===== src/rtl/idct_mul_pkg.sv =====
// Shared constants and state encoding for the IDCT multiplier scheduler.
package idct_mul_pkg;

   localparam int DATA_PATH_BITWIDTH = 26;
   localparam int B_BITWIDTH         = 15;
   localparam int P_BITWIDTH         = 32;

   // Scheduler states; any other encoding is treated as IDLE.
   typedef enum logic [2:0] {
      IDLE  = 3'd0,
      ISSUE = 3'd1,
      WAIT  = 3'd2,
      RESP  = 3'd3
   } state_t;

endpackage


===== src/rtl/idct_mul_share_sched_rr_arb2.sv =====
// Two-way round-robin arbiter: the requester that did not win last time has
// priority. The last_grant register is kept by the parent.
module rr_arb2 (
   input  logic [1:0] req,
   input  logic       last_grant,
   output logic       grant_valid,
   output logic       grant_id
);

   // Prefer the requester other than last_grant, fall back to the other one.
   always_comb begin
      // NOTE: every combinational output gets a default first so no path leaves it unassigned (no latch).
      grant_valid = |req;
      grant_id    = 1'b0;
      if (req[~last_grant]) begin
         grant_id = ~last_grant;
      end else if (req[last_grant]) begin
         grant_id = last_grant;
      end
   end

endmodule


===== src/rtl/idct_mul_share_sched.sv =====
// Shares one external configurable multiplier between the IDCT row pass (req0)
// and column pass (req1): round-robin grant, operand issue, fixed-latency wait
// and a registered valid/ready response back to the granted requester.
module idct_mul_share_sched
   import idct_mul_pkg::*;
#(
   parameter int MUL_LAT = 1
) (
   input  logic                          clk,
   input  logic                          rstN,
   input  logic [1:0]                    req_valid,
   output logic [1:0]                    req_ready,
   input  logic [DATA_PATH_BITWIDTH-1:0] req_a0,
   input  logic [DATA_PATH_BITWIDTH-1:0] req_a1,
   input  logic [B_BITWIDTH-1:0]         req_b0,
   input  logic [B_BITWIDTH-1:0]         req_b1,
   input  logic [1:0]                    req_apx,
   output logic [DATA_PATH_BITWIDTH-1:0] mul_a,
   output logic [B_BITWIDTH-1:0]         mul_b,
   output logic                          acc__sel,
   input  logic [P_BITWIDTH-1:0]         mul_p,
   output logic                          rsp_valid,
   output logic                          rsp_id,
   output logic [P_BITWIDTH-1:0]         rsp_p,
   input  logic                          rsp_ready,
   output logic                          busy,
   output logic [8:0]                    count0,
   output logic [2:0]                    state_out
);

   state_t                        state;
   state_t                        state_nxt;
   logic                          last_grant;
   logic                          grant_id;
   logic                          grant_valid;
   logic                          arb_id;
   logic [2:0]                    wait_cnt;
   logic [DATA_PATH_BITWIDTH-1:0] a_reg;
   logic [B_BITWIDTH-1:0]         b_reg;
   logic                          apx_reg;

   rr_arb2 u_arb (
      .req         (req_valid),
      .last_grant  (last_grant),
      .grant_valid (grant_valid),
      .grant_id    (arb_id)
   );

   // Operands are held in registers from acceptance until the next acceptance,
   // so the multiplier inputs never change while a product is in flight.
   assign mul_a     = a_reg;
   assign mul_b     = b_reg;
   assign acc__sel  = ~apx_reg;
   assign busy      = (state != IDLE);
   assign state_out = state;

   // Next-state and request-accept logic.
   always_comb begin
      state_nxt = IDLE;
      req_ready = 2'b00;
      case (state)
         IDLE: begin
            state_nxt = IDLE;
            if (grant_valid) begin
               req_ready = arb_id ? 2'b10 : 2'b01;
               state_nxt = ISSUE;
            end
         end
         ISSUE: state_nxt = WAIT;
         WAIT:  state_nxt = (wait_cnt == 3'd0) ? RESP : WAIT;
         RESP:  state_nxt = rsp_ready ? IDLE : RESP;
         default: state_nxt = IDLE;
      endcase
   end

   // State, operand, wait-counter, response and completion-counter registers.
   always_ff @(posedge clk) begin
      if (!rstN) begin
         state      <= IDLE;
         last_grant <= 1'b1;
         grant_id   <= 1'b0;
         wait_cnt   <= 3'd0;
         a_reg      <= '0;
         b_reg      <= '0;
         apx_reg    <= 1'b0;
         rsp_valid  <= 1'b0;
         rsp_id     <= 1'b0;
         rsp_p      <= '0;
         count0     <= 9'd0;
      end else begin
         // NOTE: sequential state uses non-blocking assignments so every register samples pre-edge values.
         state <= state_nxt;
         case (state)
            IDLE: begin
               if (grant_valid) begin
                  a_reg      <= arb_id ? req_a1 : req_a0;
                  b_reg      <= arb_id ? req_b1 : req_b0;
                  apx_reg    <= req_apx[arb_id];
                  grant_id   <= arb_id;
                  last_grant <= arb_id;
               end
            end
            ISSUE: wait_cnt <= 3'(MUL_LAT - 1);
            WAIT: begin
               if (wait_cnt == 3'd0) begin
                  rsp_p     <= mul_p;
                  rsp_valid <= 1'b1;
                  rsp_id    <= grant_id;
               end else begin
                  wait_cnt <= wait_cnt - 3'd1;
               end
            end
            RESP: begin
               if (rsp_ready) begin
                  rsp_valid <= 1'b0;
                  count0    <= count0 + 9'd1;
               end
            end
            default: ;
         endcase
      end
   end

endmodule


===== config.mk =====
export PLATFORM = sky130hd
export DESIGN_NAME = idct_mul_share_sched
export DESIGN_NICKNAME = d
export VERILOG_FILES = /design/src/rtl/idct_mul_pkg.sv /design/src/rtl/idct_mul_share_sched_rr_arb2.sv /design/src/rtl/idct_mul_share_sched.sv
export SDC_FILE = /design/constraint.sdc
export NUM_CORES = 1
export LEC_CHECK = 0
export CORE_AREA = 2 2 105 96
export DETAILED_ROUTE_END_ITERATION = 12
export DIE_AREA = 0 0 107 98
export GPL_TIMING_DRIVEN = 0
export PLACE_DENSITY = 0.85
export SYNTH_ARGS = -nofsm -noshare
export SYNTH_HDL_FRONTEND = slang
export SYNTH_HIERARCHICAL = 1
export SYNTH_SLANG_ARGS = --single-unit

===== constraint.sdc =====
create_clock -name clk -period 3.47 [get_ports clk]
set_input_delay 0.694 -clock clk [delete_from_list [all_inputs] [get_ports clk]]
set_output_delay 0.694 -clock clk [all_outputs]
set_load 0.02 [all_outputs]

==> summary.txt <==
Status - complete, no violations
Psw - 882.1 uW
Total I/O pin count - 212
CTS Buf Count - 9
Internal Pwr Total - 1.953 mW
Router iterations before antenna repair - 4
Dpl hpwl - 9187 um
TritonCTS clock tree - done
Post-synthesis register bit count - 92
Post-Syn Area - 0.003769 mm^2
Cell area after layout - 0.006247 mm^2
# rows - 34
Initial core utilization - 39.73%
Core area - 0.009487 mm^2
Final net count - 775
PwrDens - 453.9 mW/mm^2
Tot GR Track Use - 22.44%
Initial drt markers - 155
Max FFs per register - 32
WL per Instance - 14.87 um
Vias per Instance - 4.967
Largest net degree at the start of global routing - 16
Number of gates resized after CTS - 2
Placed Cells - 766
ANT nets after route - 0
Setup ws final - 0.1637 ns
Final cell count without fillers - 782
Post-Place Setup Slack - -0.1051 ns
Leakage - 2.283 nW
Register area share after synthesis - 48.87%
Top cells by area in the synthesized netlist - dfxtp_1 (49%), mux2i_1 (11%), a211oi_1 (8.4%)
Ys Warns - 6
Grt ovf - 0
Crit path capture type - output port
Die X - 107 um
Number of diodes - 0
Fin crit period - 3.306 ns
Most flops, register - rsp_p
Vias in the first global route - 3,891
Synth Net Count - 554
Clock skew - 0.007126 ns
Die height - 98 um
Fin crit share - 95.28%
RePlAce Congestion - 0.7668
Vias - 3,884
Critical path arrival - 2.61 ns
Relative slew slack - 65.90%
Netlist cell types - 33
CTS Hold Bufs - 0
Worst Setup Path Type - in -> out
Startpoint Class - primary input
First-pass GRT wire length - 18,800 um
Crit-path max FO - 10
Initial antenna violation count - 0
Slew Viols, Final - 0
Reg2Reg Depth - 8
Reg clk slew, reported paths - 0.08 ns
Hold Crit Class - reg -> reg
Required @ worst endpoint - 2.78 ns
Flop pwr share - 43.3%
Max-capacitance violation count - 0
Final Hold Fails - 0
Peak VDD IR - 218.6 uV
Share of the synthesized area in the top cell type - 48.87%
Slew @ Worst Pin - 0.5116 ns
Post-synthesis instance total - 430
IO buf count - 210
Root buffer cell - clkbuf_8
Htree depth - 3
Fmax - 0.3024 GHz
Combinational share of power - 30.8%
Clock latency on the worst-skew pair - 0.35 ns
Sw frac - 31.11%
Routed WL - 11,630 um
Clock Power Share - 25.9%
DP Area - 0.006028 mm^2
Hold Crit Depth - 2
Drt drc - 0
Setup Fix Bufs, Post-CTS - 0
Area of the die - 0.01049 mm^2
Share of cells above drive strength 1 - 4.573%
Design Power - 2.835 mW
Final setup viols - 0
Area delta synth->final - 65.77%
Leading area contributor after synthesis - dfxtp_1
Syn avg cell area - 8.764 um^2
RSZ-0062 raised after global routing - no
Final hold slack - 0.4560 ns
Clk sinks - 92
CTS Buffer Depth - 2
==> per-stage QoR <==
step / utilization, % / setup TNS [ns]
floorplan: - / 0
finish: 65.85 / 0
global placement: 63.55 / -0.1273
global route: 65.85 / 0
detailed placement: 63.55 / -0.1051
CTS: 65.72 / 0
==> Yosys cell counts <==
cell and count:
o31ai_1 4, clkbuf_1 20, or3_1 2, nor2_1 47
nand4_1 4, and3_1 1, nor3b_1 3, nand3b_1 1
buf_4 1, xor2_1 2, inv_1 5, nand2_1 76
or2_2 1, ha_1 3, buf_2 9, a211oi_1 42
a21oi_1 45, o21ai_0 3, mux2i_1 43, o21bai_1 3
dfxtp_1 92, or3b_2 1, or2_1 1, or4_1 4
a21boi_1 1, nand3_1 2, inv_2 1, nor2b_1 5
and3b_1 1, buf_1 4, o21a_1 1, nor3b_2 1
conb_1 1
==> cell type report <==
class                           count  area (um^2)
Fill cell                         793         3239
Sequential cell                    92         1842
Multi-Input combinational cell    298         1768
Inverter                            6        22.52
Buffer                             34        152.6
Clock buffer                       11        141.4
Tap cell                          126        157.7
Timing Repair Buffer              210         2102
Clock inverter                      5        61.31
==> worst paths after layout <==
path / startpoint / to / slack [ns]
hold reg to reg: rsp_p[31]$_SDFFE_PN0P_ / rsp_p[31]$_SDFFE_PN0P_ / 0.46
hold / removal: rsp_p[31]$_SDFFE_PN0P_ / rsp_p[31]$_SDFFE_PN0P_ / 0.46
setup / recovery: req_valid[0] / req_ready[1] / 0.16
setup reg to reg: wait_cnt[0]$_SDFFE_PN0P_ / rsp_p[18]$_SDFFE_PN0P_ / 1.61
==> cell families after synthesis <==
| group | count (synthesis) | synth area share (%) |
|---|---|---|
| AO/OA/AOI/OAI | 99 | 16.53 |
| XOR/XNOR | 2 | 0.4649 |
| adder cells (fa/ha/maj) | 3 | 0.9961 |
| buffers and inverters | 40 | 4.382 |
| flip-flops | 92 | 48.87 |
| multiplexers | 43 | 11.42 |
| other | 1 | 0.09951 |
| AND/OR/NAND/NOR | 150 | 17.23 |
==> power groups by stage <==
stage               registers, mW  logic, mW  clock network [mW]
finish                       1.23      0.873               0.735
CTS                          1.23      0.877               0.749
detailed placement           1.25      0.872                   0
floorplan                    1.37      0.300                   0
global placement             1.25      0.857                   0
global route                 1.24      0.943               0.794
==> metal layers <==
layer	track usage [%]	share of wire (%)	vias to the layer above
li1	-	-	1925
met1	24.80	40	1778
met2	40.47	49	161
met3	7.343	9.2	20
met4	7.293	1.9	0
met5	0	0	-
==> cells in the final DEF (no fill, tap or decap), types with 4 or more instances in the layout <==
cell type and instances:
a21oi_1 45, dfxtp_1 92, buf_1 4, nor2b_1 5, clkbuf_8 10, clkbuf_1 20
nand2_1 76, a211oi_1 42, buf_2 8, inv_1 5, mux2i_1 43, nor2_1 47
o31ai_1 4, or4_1 4, clkdlybuf4s50_1 210, nand4_1 4
==> worst max-delay path: stages <==
cell and delay [ns]:
clkdlybuf4s50_1 0.47, or2_1 0.11, nor3b_4 0.26, clkbuf_4 0.26, nand2_1 0.13, inv_1 0.07
clkdlybuf4s50_1 0.61
No activity file was read; power rests on OpenSTA's default activity.
